File: src/rtl/round_controller.sv
// Round controller for a match-the-target game: LFSR target generation, round timer, lives and score.
// Optional build macro ROUND_CTRL_SPEEDUP_EN shortens the round reload value after every win.
module round_controller #(
  parameter int unsigned ROUND_TICKS = 500,
  parameter int unsigned LIVES       = 3,
  parameter int unsigned HOLD_CYCLES = 4
) (
  input  logic       clk,
  input  logic       rst_n,
  input  logic       start,
  input  logic       tick,
  input  logic       is_equal,
  output logic [7:0] number,
  output logic [7:0] score,
  output logic [1:0] lives_left,
  output logic [9:0] time_left,
  output logic       round_win,
  output logic       game_over
);

  typedef enum logic [1:0] {IDLE, LOAD, PLAY, OVER} state_t;

  localparam logic [9:0] TICKS_INIT = 10'(ROUND_TICKS);
  localparam logic [1:0] LIVES_INIT = 2'(LIVES);
  localparam logic [4:0] HOLD_GOAL  = 5'(HOLD_CYCLES);

  state_t      state, state_nxt;
  logic        load_second, load_second_nxt;
  logic [3:0]  hold_cnt, hold_nxt;
  logic [7:0]  lfsr;
  logic [7:0]  number_nxt, score_nxt;
  logic [1:0]  lives_nxt;
  logic [9:0]  time_nxt;
  logic        round_win_nxt, game_over_nxt;
  logic [9:0]  reload_val;
  logic        game_start, win, timeout;

  assign game_start = ((state == IDLE) || (state == OVER)) && start;
  assign win        = (state == PLAY) && is_equal && (({1'b0, hold_cnt} + 5'd1) == HOLD_GOAL);
  assign timeout    = (state == PLAY) && tick && (time_left == 10'd1);

  // Fibonacci LFSR x^8+x^6+x^5+x^4+1, free-running so the target depends on start timing
  always_ff @(posedge clk or negedge rst_n) begin
    if (!rst_n) lfsr <= 8'hA5;
    else        lfsr <= {lfsr[6:0], lfsr[7] ^ lfsr[5] ^ lfsr[4] ^ lfsr[3]};
  end

`ifdef ROUND_CTRL_SPEEDUP_EN
  localparam logic [9:0] RELOAD_FLOOR = TICKS_INIT >> 2;
  logic [9:0] reload, reload_nxt, reload_shrunk;

  assign reload_shrunk = reload - (reload >> 3);

  always_comb begin
    reload_nxt = reload;
    if (game_start)
      reload_nxt = TICKS_INIT;
    else if (win)
      reload_nxt = (reload_shrunk < RELOAD_FLOOR) ? RELOAD_FLOOR : reload_shrunk;
  end

  always_ff @(posedge clk or negedge rst_n) begin
    if (!rst_n) reload <= TICKS_INIT;
    else        reload <= reload_nxt;
  end

  assign reload_val = reload;
`else
  assign reload_val = TICKS_INIT;
`endif

  // State and registered outputs
  always_ff @(posedge clk or negedge rst_n) begin
    if (!rst_n) begin
      state       <= IDLE;
      load_second <= 1'b0;
      hold_cnt    <= 4'd0;
      number      <= 8'd0;
      score       <= 8'd0;
      lives_left  <= LIVES_INIT;
      time_left   <= 10'd0;
      round_win   <= 1'b0;
      game_over   <= 1'b0;
    end else begin
      state       <= state_nxt;
      load_second <= load_second_nxt;
      hold_cnt    <= hold_nxt;
      number      <= number_nxt;
      score       <= score_nxt;
      lives_left  <= lives_nxt;
      time_left   <= time_nxt;
      round_win   <= round_win_nxt;
      game_over   <= game_over_nxt;
    end
  end

  // Next-state logic
  always_comb begin
    state_nxt = state;
    case (state)
      IDLE, OVER: if (start) state_nxt = LOAD;
      LOAD:       if (load_second) state_nxt = PLAY;
      PLAY: begin
        if (win)
          state_nxt = LOAD;
        else if (timeout)
          state_nxt = (lives_left == 2'd1) ? OVER : LOAD;
      end
      default:    state_nxt = IDLE;
    endcase
  end

  // Output and datapath next values
  always_comb begin
    load_second_nxt = 1'b0;
    hold_nxt        = hold_cnt;
    number_nxt      = number;
    score_nxt       = score;
    lives_nxt       = lives_left;
    time_nxt        = time_left;
    round_win_nxt   = 1'b0;
    game_over_nxt   = game_over;
    case (state)
      IDLE, OVER: begin
        if (start) begin
          score_nxt     = 8'd0;
          lives_nxt     = LIVES_INIT;
          game_over_nxt = 1'b0;
        end
      end
      LOAD: begin
        // Second LOAD cycle lets the comparator see the new number before PLAY
        load_second_nxt = ~load_second;
        if (!load_second) begin
          number_nxt = lfsr;
          time_nxt   = reload_val;
          hold_nxt   = 4'd0;
        end
      end
      PLAY: begin
        hold_nxt = is_equal ? (hold_cnt + 4'd1) : 4'd0;
        if (tick) time_nxt = time_left - 10'd1;
        if (win) begin
          score_nxt     = (score == 8'hFF) ? score : (score + 8'd1);
          round_win_nxt = 1'b1;
        end else if (timeout) begin
          lives_nxt = lives_left - 2'd1;
          if (lives_left == 2'd1) begin
            game_over_nxt = 1'b1;
            time_nxt      = 10'd0;
          end
        end
      end
      default: ;
    endcase
  end

endmodule

File: config.mk
export PLATFORM = sky130hd
export DESIGN_NAME = round_controller
export DESIGN_NICKNAME = d
export VERILOG_FILES = /design/src/rtl/round_controller.sv
export SDC_FILE = /design/constraint.sdc
export NUM_CORES = 1
export LEC_CHECK = 0
export BUFFER_PORTS_ARGS = -buffer_cell sky130_fd_sc_hd__buf_4
export CORE_UTILIZATION = 50
export CTS_BUF_LIST = sky130_fd_sc_hd__clkbuf_16
export DETAILED_ROUTE_END_ITERATION = 8
export PLACE_DENSITY = 0.74
export SKIP_LAST_GASP = 1
export SLEW_MARGIN = 20
export SYNTH_ARGS = -nofsm -noshare
export SYNTH_HDL_FRONTEND = slang
export SYNTH_SLANG_ARGS = --single-unit
File: constraint.sdc
create_clock -name clk -period 1.9 [get_ports clk]
set_input_delay 0.38 -clock clk [delete_from_list [all_inputs] [get_ports clk]]
set_output_delay 0.38 -clock clk [all_outputs]
set_load 0.01 [all_outputs]
# == Yosys cells after proc, flatten, opt, wreduce, memory -nomap -nowiden ==
# Index checks and enable logic that the tools add are counted.
# word_totals
regBits,45
inputBits,5
output_inout_bits,30
# classes
add_sub_neg,5
bitwise,4
eq_ne,16
n_reduce_logical,14
muxes,31
# ops
op,n
$mux W10,5
$mux W8,3
$pmux W10 S2,1
$mux W2,8
$pmux W8 S2,1
$ne A2 B2 Y1 const B,7
$eq A10 B1 Y1 const B,1
$sub A10 B1 Y10 const B,1
$add A8 B1 Y8 const B,1
$eq A8 B8 Y1 const B,1
$mux W4,2
$pmux W4 S2,1
$reduce_and A4 Y1,2
$mux W1,7
$pmux W2 S3,1
$add A4 B1 Y5 const B,1
$eq A5 B3 Y1 const B,1
$reduce_and A5 Y1,1
$add A4 B1 Y4 const B,1
$eq A2 B1 Y1 const B,2
$eq A2 B2 Y1 const B,2
$logic_and A1 B1 Y1,4
$pmux W2 S2,1
$reduce_and A2 Y1,2
10 further kinds,13

# == Logic depth before layout (Yosys ltp) ==
# Gate-level depths: netlist (run 1).
# logic_depth
depth_word,6
depth_mapped,9
depth_no_buf,7

# == Least setup slack after synthesis (run 1) ==
# OpenSTA, ideal clock, no wires.
# synth_path
path_type,reg2reg
from,reg time_left[4]
to,reg lives_left[0]
arrival_time_ps,1849
path_slack_ps,-31
synth_period_minus_slack_ps,1931
setup_ps,82
path_stages_with_launch,6
path_cell_list,dfrtp_1 > or4_4 > nor3_4 > or2b_2 > and3_4 > mux2_4
# synth_via
elab_chain_len,4
# synth_rtl
item,line,text
start: declaration,16,"output logic [9:0] time_left,"
start signal: assignment,91,time_left <= time_nxt;
$eq A10 B1 Y1,40,assign timeout = (state == PLAY) && tick && (time_left == 10'd1);
$logic_and A1 B1 Y1,40,
$ne A2 B2 Y1 (no source line),n/a,
$reduce_and A4 Y1 (no source line),n/a,
end signal: assignment,90,lives_left <= lives_nxt;
end: declaration,15,"output logic [1:0] lives_left,"
# No other way between the ends.
# A chain may end at the register's enable or synchronous reset.

# == Final worst setup path (run 1) ==
# layout_path
from,reg time_left[4]
to,reg time_left[7]
# layout_via
elab_chain_len,6
# layout_rtl
item,line,text
$sub A10 B1 Y10,142,if (tick) time_nxt = time_left - 10'd1;
$mux W10,142,
$mux W10,148,if (lives_left == 2'd1) begin
$mux W10,146,end else if (timeout) begin
$mux W10 (*),143,if (win) begin
$pmux W10 S2 (*),123,case (state)
# Every way passes the cells marked *; elsewhere a longest branch is shown, timed or not.

==> summary.txt, run 1 <==
Run status
  • Status: complete, no violations

Synth
  • Async S/R FF share, synth: 1.00
  • Largest family of logic cells by synthesized area: simple AND/OR/NAND/NOR gates
  • Yosys cell types: 50
  • Post-synthesis mux area share: 0.0779
  • Synth top cells by count: 39 x dfrtp_1, 21 x nand2_1, 13 x o21ai_0
  • Yosys top cell by area: dfrtp_1
  • Post-synthesis instance total: 208
  • Synth Register Bits: 45
  • Post-synthesis compound-gate area fraction: 0.147
  • Yosys top cell area share: 0.434
  • Synth Area in Adders: 0.0501
  • Syn_area_per_cell: 10.8 um^2
  • Synth Warn #: 0
  • Sequential area share after synthesis: 0.504
  • Post-synthesis xor/xnor area fraction: 0.0234
  • Most common cell in the netlist: dfrtp_1
  • Number of synthesized flops with an enable pin: 0
  • Mapped Area: 2250 um^2
  • Post-Syn Nets: 222
  • Post-synthesis simple-gate area fraction: 0.167
  • Top_reg_cell synth: dfrtp_1
  • Ranking of synthesized cells by area: dfrtp_1 43%, dfstp_2 7.0%, ha_1 5.0%

Placement
  • HPWL Detailed: 3350 um
  • Placed Cells: 311
  • I/O Buffers: 34
  • Post-place setup slack: -0.0155 ns
  • Routability cong.: 0.812
  • Placed Area: 2710 um^2

Clock network
  • Insertion delay to the later sink of the worst-skew pair: 0.29 ns
  • CTS H-Tree Depth: 2
  • CTS Hold Buffers Added: 0
  • CTS tree: yes
  • Clk sinks: 45
  • CTS clk-pin slew, worst paths: 0.07 ns
  • Max clock buf depth: 2
  • CTS buffer count: 5
  • CTS Root Buffer Type: clkbuf_16

STA
  • Achievable frequency: 536 MHz
  • Final Max Slew Viols: 0
  • # setup viols final: 0
  • Unrepaired setup endpoints after global routing: true
  • Rel. slew slack: 0.627
  • Period utilization: 0.982
  • Clock Skews: 0.00858 ns
  • Period minus WS final: 1.87 ns
  • Worst setup margin: 0.0349 ns
  • Worst-margin pin slew: 0.559 ns
  • Fin. Hold Viols: 0

Detailed routing
  • Routed length per instance: 15.4 um
  • Vias per cell: 5.81
  • DR pass1 iterations: 4
  • DRC viols: 0
  • DR iter-0 viols: 64
  • WL final: 4930 um
  • Final ANT Viol Nets: 0
  • Vias: 1,859

Floorplan
  • Die W: 69.1 um
  • Row cnt: 24
  • Io pins: 35
  • DIE AREA: 4770 um^2
  • Die Height: 69.1 um
  • Initial Util: 0.520
  • Core area: 4320 um^2

Worst setup path
  • Depth of the worst register-to-register path: 4
  • Flop2flop setup slack: 0.03 ns
  • Critical path class: register to register
  • Critical Path AT: 2.03 ns
  • FF-to-FF End: time_left[7]$_DFFE_PN0P_
  • CP Launch Type: register
  • CP endpoint kind: register
  • CP Data Required Time: 2.06 ns
  • RR Startpoint: time_left[4]$_DFFE_PN0P_
  • Crit-path max FO: 6

Layout
  • Area growth, synth to finish: 31.9%
  • Share of cells above drive strength 1: 0.399
  • Fin cells: 320
  • Diode count: 0
  • Final nets: 281
  • FILL cells: 328
  • Design Area, Final: 2970 um^2

Power and ir drop
  • Pwr dens: 1250 nW/um^2
  • Leak: 1.37 nW
  • Maximum VDD drop: 815 uV
  • Overall power: 3.70 mW

Global routing
  • Gr ovfl total: 0
  • First-pass GRT wire length: 8250 um
  • GRT Resource Usage Total: 0.217
  • Largest net degree at the start of global routing: 46
  • Number of global-route vias before repair: 1,783
  • Initial antenna violation count: 0

Job
  • Max Cap Viol: 0

Min path
  • Hold Crit Class: primary input to asynchronous set/reset pin
==> worst max path at each step <==
stage | start | end | cells past startpoint | slack, ns
floorplan | time_left[5]$_DFFE_PN0P_ | lives_left[0]$_DFFE_PN1P_ | 5 | -0.01
global placement | time_left[5]$_DFFE_PN0P_ | lives_left[0]$_DFFE_PN1P_ | 5 | 0.05
detailed placement | state[0]$_DFFE_PN0P_ | time_left[8]$_DFFE_PN0P_ | 7 | -0.02
CTS | time_left[5]$_DFFE_PN0P_ | lives_left[0]$_DFFE_PN1P_ | 5 | 0.006
global route | time_left[4]$_DFFE_PN0P_ | time_left[7]$_DFFE_PN0P_ | 4 | -0.05
finish | time_left[4]$_DFFE_PN0P_ | time_left[7]$_DFFE_PN0P_ | 4 | 0.03
==> kinds of logic (layout without fill, tap and decap cells) <==
logic type               count (synthesis)  in the layout
buffers and inverters                   15             75
adder cells (fa/ha/maj)                  9              9
AND/OR/NAND/NOR                         68             68
AO/OA/AOI/OAI                           49             49
XOR/XNOR                                 6              6
flip-flops                              45             45
multiplexers                            16             16
==> repair_timing <==
| action | in CTS | in global routing |
|---|---|---|
| resized for setup | 4 | 15 |
| pin swaps | 0 | 3 |
| setup buffers | 0 | 1 |
| endpoints found under the setup margin | 8 | 18 |
==> report_power, final <==
group          internal, mW  switching, mW
combinational         0.723          0.800
sequential             1.07         0.0942
clock                 0.630          0.378
==> flip-flops by register name, summed over array words and instances (netlist names) <==
register and count:
game_over 1, time_left 10, state 2, hold_cnt 4
lives_left 2, lfsr 8, score 8, load_second 1
number 8, round_win 1
==> critical path, stage by stage (launching register included) <==
cell	delay [ns]
dfrtp_1	0.38
or4_4	0.59
or4_4	0.55
a21boi_2	0.15
o31ai_1	0.08
==> stage by stage <==
stage / util / hold slack [ns] / TNS (ns)
floorplan: - / 0.0844 / -0.0138
global placement: 0.626 / 0.356 / 0
detailed placement: 0.626 / 0.369 / -0.0311
CTS: 0.668 / 0.100 / 0
global route: 0.686 / 0.127 / -0.113
finish: 0.686 / 0.0868 / 0
==> layer usage <==
metal / GRT usage / up-vias / share of wire
met2: 0.354 / 67 / 0.51
met3: 0.0541 / 9 / 0.055
li1: - / 875 / -
met1: 0.284 / 908 / 0.42
met5: 0 / - / 0
met4: 0.0748 / 0 / 0.019
==> cells in the final DEF (no fill, tap or decap), drive strengths merged, types with 6 or more instances in the layout <==
| cell | n |
|---|---|
| nand3 | 8 |
| nand2 | 21 |
| buf | 58 |
| nor2 | 11 |
| a21oi | 6 |
| dfstp | 6 |
| ha | 9 |
| inv | 11 |
| dfrtp | 39 |
| mux2i | 7 |
| o21ai | 15 |
| o211ai | 6 |
| mux2 | 9 |
==> area by class of cell <==
| type | instances | area (um^2) | share of cell area |
|---|---|---|---|
| timing repair buffer | 58 | 435 | 0.147 |
| tap | 52 | 65.1 | 0.0219 |
| multi-input combinational | 148 | 1130 | 0.380 |
| inverter | 9 | 33.8 | 0.0114 |
| clock buffer | 5 | 125 | 0.0422 |
| clock inverter | 3 | 47.5 | 0.0160 |
| sequential | 45 | 1130 | 0.382 |
No activity file was read; power rests on OpenSTA's default activity.
==> run 2, diff against run 1 <==
--- a/config.mk
+++ b/config.mk
@@ -9,4 +9,5 @@
 export CORE_UTILIZATION = 50
 export CTS_BUF_LIST = sky130_fd_sc_hd__clkbuf_16
+export CTS_CLUSTER_DIAMETER = 80
 export DETAILED_ROUTE_END_ITERATION = 8
 export PLACE_DENSITY = 0.74
==> constraint.sdc (replaced) <==
create_clock -name clk -period 1.9 [get_ports clk]
set_input_delay 0.57 -clock clk [delete_from_list [all_inputs] [get_ports clk]]
set_output_delay 0.57 -clock clk [all_outputs]
set_load 0.01 [all_outputs]
==> summary.txt, run 2 (synthesized netlist as in run 1, its figures left out) <==
STA
  • Period minus WS final: 1.84 ns
  • Worst-margin pin slew: 0.555 ns
  • Clock Skews: 0.00519 ns
  • Final Max Slew Viols: 0
  • # setup viols final: 0
  • Rel. slew slack: 0.630
  • TNS Setup: 0 ns
  • Period utilization: 0.966
  • Fin. Hold Viols: 0
  • Worst hold margin: 0.271 ns
  • Achievable frequency: 545 MHz

Clock network
  • CTS buffer count: 5
  • CTS Hold Buffers Added: 0
  • Insertion delay to the later sink of the worst-skew pair: 0.29 ns
  • Clk sinks: 45
  • CTS tree: yes
  • CTS Root Buffer Type: clkbuf_16
  • CTS H-Tree Depth: 2
  • Max clock buf depth: 2
  • CTS clk-pin slew, worst paths: 0.07 ns

Worst setup path
  • FF-to-FF End: time_left[7]$_DFFE_PN0P_
  • Setup crit start: time_left[4]$_DFFE_PN0P_
  • CP Data Required Time: 2.07 ns
  • RR Startpoint: time_left[4]$_DFFE_PN0P_
  • CP endpoint kind: register
  • Crit-path max FO: 4
  • Depth of the worst register-to-register path: 4
  • Flop2flop setup slack: 0.06 ns
  • Crit path to: time_left[7]$_DFFE_PN0P_
  • Critical path class: register to register
  • CP Launch Type: register
  • Critical Path AT: 2.01 ns

Layout
  • Number of flip-flops in the largest register: 10
  • Most common cell after layout, fill and taps aside: buf_4
  • Area growth, synth to finish: 32.1%
  • Fin cells: 323
  • Diode count: 0
  • Final nets: 284
  • Most frequent cells in the layout: 61 x buf_4, 38 x dfrtp_1, 20 x nand2_1
  • Share of cells above drive strength 1: 0.410
  • Top reg by flops: time_left

Power and ir drop
  • Leak: 1.38 nW
  • Maximum VDD drop: 553 uV
  • Overall power: 3.56 mW
  • Pwr dens: 1200 nW/um^2

Floorplan
  • DIE AREA: 4770 um^2
  • Die Height: 69.1 um
  • Core area: 4320 um^2
  • Row cnt: 24
  • Die W: 69.1 um
  • Io pins: 35
  • Initial Util: 0.520

Detailed routing
  • Final ANT Viol Nets: 0
  • Routed length per instance: 14.4 um
  • DR iter-0 viols: 70
  • Vias: 1,801
  • Vias per cell: 5.58
  • WL final: 4650 um
  • DR pass1 iterations: 6
  • DRC viols: 0

Placement
  • I/O Buffers: 34
  • Routability cong.: 0.759
  • Placed Cells: 313
  • HPWL Detailed: 3280 um

Global routing
  • Initial antenna violation count: 0
  • Gr ovfl total: 0
  • Largest net degree at the start of global routing: 46
  • Number of global-route vias before repair: 1,731
  • GRT Resource Usage Total: 0.210
  • First-pass GRT wire length: 7890 um

Job
  • Max Cap Viol: 0

Min path
  • Hold Crit Class: primary input to asynchronous set/reset pin

Run status
  • Status: complete, no violations
## run 2: changes by cell type in the layout (fill, tap and decap cells not counted), sizes merged
cell	before	now
buf	58	61
bufinv	1	0
inv	11	12
## run 2: area by class of cell
| type | count | area [um^2] |
|---|---|---|
| Clock buffer | 5 | 125 |
| Clock inverter | 3 | 28.8 |
| Inverter | 9 | 33.8 |
| Timing Repair Buffer | 61 | 458 |
| Fill cell | 356 | 1360 |
| Multi-Input combinational cell | 148 | 1120 |
| Tap cell | 52 | 65.1 |
| Sequential cell | 45 | 1130 |
## run 2: power by group
part           total (mW)  switching (mW)  internal [mW]  leakage, nW
logic                1.47           0.767          0.703        0.733
registers            1.18           0.103           1.08        0.571
clock network       0.907           0.401          0.506       0.0767
total                3.56            1.27           2.28         1.38
## run 2: timing repair
item | 4_1_cts | 5_1_grt
resized for setup | 3 | 17
pin swaps | 1 | 7
endpoints found under the setup margin | 10 | 17
cloned | 0 | 0
setup buffers | 1 | 1
## run 2: worst min-delay path by stage
stage	start	endpoint	slack [ns]	cells past startpoint
after floorplan	rst_n	game_over$_DFFE_PN0P_	0.27	0
after global placement	lfsr[6]$_DFF_PN0_	lfsr[7]$_DFF_PN1_	0.36	0
after detailed placement	lfsr[6]$_DFF_PN0_	lfsr[7]$_DFF_PN1_	0.36	0
after CTS	rst_n	time_left[2]$_DFFE_PN0P_	0.29	1
after global routing	rst_n	time_left[3]$_DFFE_PN0P_	0.32	1
final	rst_n	time_left[3]$_DFFE_PN0P_	0.27	1
## run 2: layer usage
metal / GRT usage / wire length (um)
met1: 0.281 / 2100
met2: 0.335 / 2280
met4: 0.0794 / 68
met3: 0.0439 / 194
met5: 0 / 0
## run 2: worst max-delay path, cell delays in order (launching register included)
cell	delay, ns
dfrtp_1	0.38
or4_4	0.58
or4_4	0.54
a21boi_2	0.14
o31ai_1	0.07
## run 2: metrics by stage
stage | util | instance area, um^2 | worst slack [ns]
after detailed placement | 0.630 | 2720 | -0.0622
after CTS | 0.669 | 2890 | 0.0108
after global routing | 0.687 | 2970 | -0.00444
after global placement | 0.630 | 2720 | -0.0193
after floorplan | - | 2250 | -0.0138
final | 0.687 | 2970 | 0.0641
==> run 3, diff against run 2 <==
- PLACE_DENSITY: 0.74 -> default
- PLACE_DENSITY_LB_ADDON: default -> 0.25
==> summary.txt, run 3 (synthesized netlist as in run 1, its figures left out) <==
Worst setup path
  • Buf+Inv Stages, Crit Path: 0
  • Depth of the worst register-to-register path: 4
  • Ordered cell list for the critical path: or4_4 > or4_4 > a21boi_2 > o31ai_2
  • Critical path class: register to register
  • Largest delay share family, worst path: simple AND/OR/NAND/NOR gates
  • CP Launch Type: register
  • Crit-path max FO: 4
  • CP dominant cell by count: or4_4
  • Flop2flop setup slack: 0.0007 ns
  • CP endpoint kind: register
  • CP Data Required Time: 2.07 ns
  • Crit-path max cell delay: 0.58 ns
  • Critical path's slowest cell: or4_4
  • FF-to-FF End: time_left[7]$_DFFE_PN0P_
  • RR Startpoint: time_left[5]$_DFFE_PN0P_
  • Critical Path AT: 2.07 ns

Power and ir drop
  • Internal: 2.27 mW
  • Net Switching: 1.24 mW
  • Seq pwr share: 0.332
  • Clock share of power: 0.244
  • Pwr dens: 1170 nW/um^2
  • Leak: 1.39 nW
  • Switching share of power: 0.353
  • Maximum VDD drop: 636 uV
  • Overall power: 3.51 mW
  • Comb pwr share: 0.424

Global routing
  • Number of global-route vias before repair: 1,738
  • GRT Resource Usage Total: 0.215
  • First-pass GRT wire length: 8090 um
  • Largest net degree at the start of global routing: 46
  • Initial antenna violation count: 0
  • Gr ovfl total: 0

STA
  • Unrepaired setup endpoints after global routing: true
  • Clock Skews: 0.00534 ns
  • Fin. Hold Viols: 0
  • # setup viols final: 0
  • Rel. slew slack: 0.637
  • Period utilization: 1.00
  • Final Max Slew Viols: 0
  • Worst-margin pin slew: 0.544 ns
  • Period minus WS final: 1.90 ns
  • Achievable frequency: 527 MHz

Layout
  • Top reg by flops: time_left
  • Final nets: 288
  • Share of cells above drive strength 1: 0.418
  • Number of flip-flops in the largest register: 10
  • Fin cells: 327
  • Area growth, synth to finish: 33.3%
  • Most common cell after layout, fill and taps aside: buf_4
  • Most frequent cells in the layout: 64 x buf_4, 38 x dfrtp_1, 20 x nand2_1
  • Diode count: 0

Clock network
  • CTS clk-pin slew, worst paths: 0.06 ns
  • Clk sinks: 45
  • CTS buffer count: 5
  • CTS Root Buffer Type: clkbuf_16
  • Insertion delay to the later sink of the worst-skew pair: 0.29 ns
  • CTS tree: yes
  • CTS H-Tree Depth: 2
  • Max clock buf depth: 2

Placement
  • Routability cong.: 0.799
  • Placed Cells: 317
  • I/O Buffers: 34
  • HPWL Detailed: 3460 um

Floorplan
  • Row cnt: 24
  • DIE AREA: 4770 um^2
  • Die Height: 69.1 um
  • Core area: 4320 um^2
  • Io pins: 35
  • Initial Util: 0.520
  • Die W: 69.1 um

Detailed routing
  • Vias per cell: 5.64
  • DR pass1 iterations: 4
  • Vias: 1,845
  • WL final: 4960 um
  • DRC viols: 0
  • Final ANT Viol Nets: 0
  • DR iter-0 viols: 120
  • Routed length per instance: 15.2 um

Run status
  • Status: complete, no violations

Job
  • Max Cap Viol: 0

Min path
  • Hold Crit Class: primary input to asynchronous set/reset pin
-- run 3: changes by cell type in the layout (fill, tap and decap cells not counted), sizes merged --
cell / delta
buf: +4
clkinv: +2
inv: -2
-- run 3: per-stage QoR --
step                area, um^2  hold slack (ns)  setup WS (ns)   util  setup TNS [ns]
finish                    3000            0.273       0.000690  0.693               0
global route              3000            0.319        -0.0831  0.693          -0.208
CTS                       2910            0.290        0.00181  0.673               0
detailed placement        2750            0.367        -0.0453  0.637         -0.0642
global placement          2750            0.361        -0.0105  0.637         -0.0105
floorplan                 2250            0.274        -0.0138      -         -0.0138
-- run 3: area by class of cell --
class / instances / area, um^2
clock inverters: 3 / 21.3
fillers: 346 / 1330
clock buffers: 5 / 125
well taps: 52 / 65.1
inverters: 9 / 33.8
flip-flops and latches: 45 / 1130
repair buffers: 65 / 492
multi-input cells: 148 / 1120
-- run 3: power by group through the flow --
stage / clock network [mW] / logic [mW] / registers, mW
after CTS: 0.885 / 1.40 / 1.16
final: 0.858 / 1.49 / 1.17
after floorplan: 0 / 0.787 / 1.21
after global routing: 0.920 / 1.62 / 1.19
after global placement: 0 / 1.35 / 1.17
after detailed placement: 0 / 1.38 / 1.18
-- run 3: worst max path at each step --
stage | start | endpoint | slack [ns] | cells after the start
floorplan | time_left[5]$_DFFE_PN0P_ | lives_left[0]$_DFFE_PN1P_ | -0.01 | 5
global placement | tick | time_left[7]$_DFFE_PN0P_ | -0.01 | 5
detailed placement | tick | time_left[7]$_DFFE_PN0P_ | -0.05 | 4
CTS | state[0]$_DFFE_PN0P_ | lives_left[0]$_DFFE_PN1P_ | 0.002 | 8
global route | time_left[7]$_DFFE_PN0P_ | time_left[9]$_DFFE_PN0P_ | -0.08 | 6
finish | time_left[5]$_DFFE_PN0P_ | time_left[7]$_DFFE_PN0P_ | 0.0007 | 4
-- run 3: timing repair --
action,in CTS,in global routing
gates resized for setup,1,21
buffers inserted,1,1
setup endpoints to repair,5,14
hold endpoints to repair,0,0
hold buffers,0,0
pin swaps,1,6
-- run 3: metal layers --
| layer | wire length, um | track usage |
|---|---|---|
| met1 | 2220 | 0.295 |
| met4 | 61 | 0.0839 |
| met2 | 2460 | 0.338 |
| met5 | 0 | 0 |
| met3 | 216 | 0.0409 |
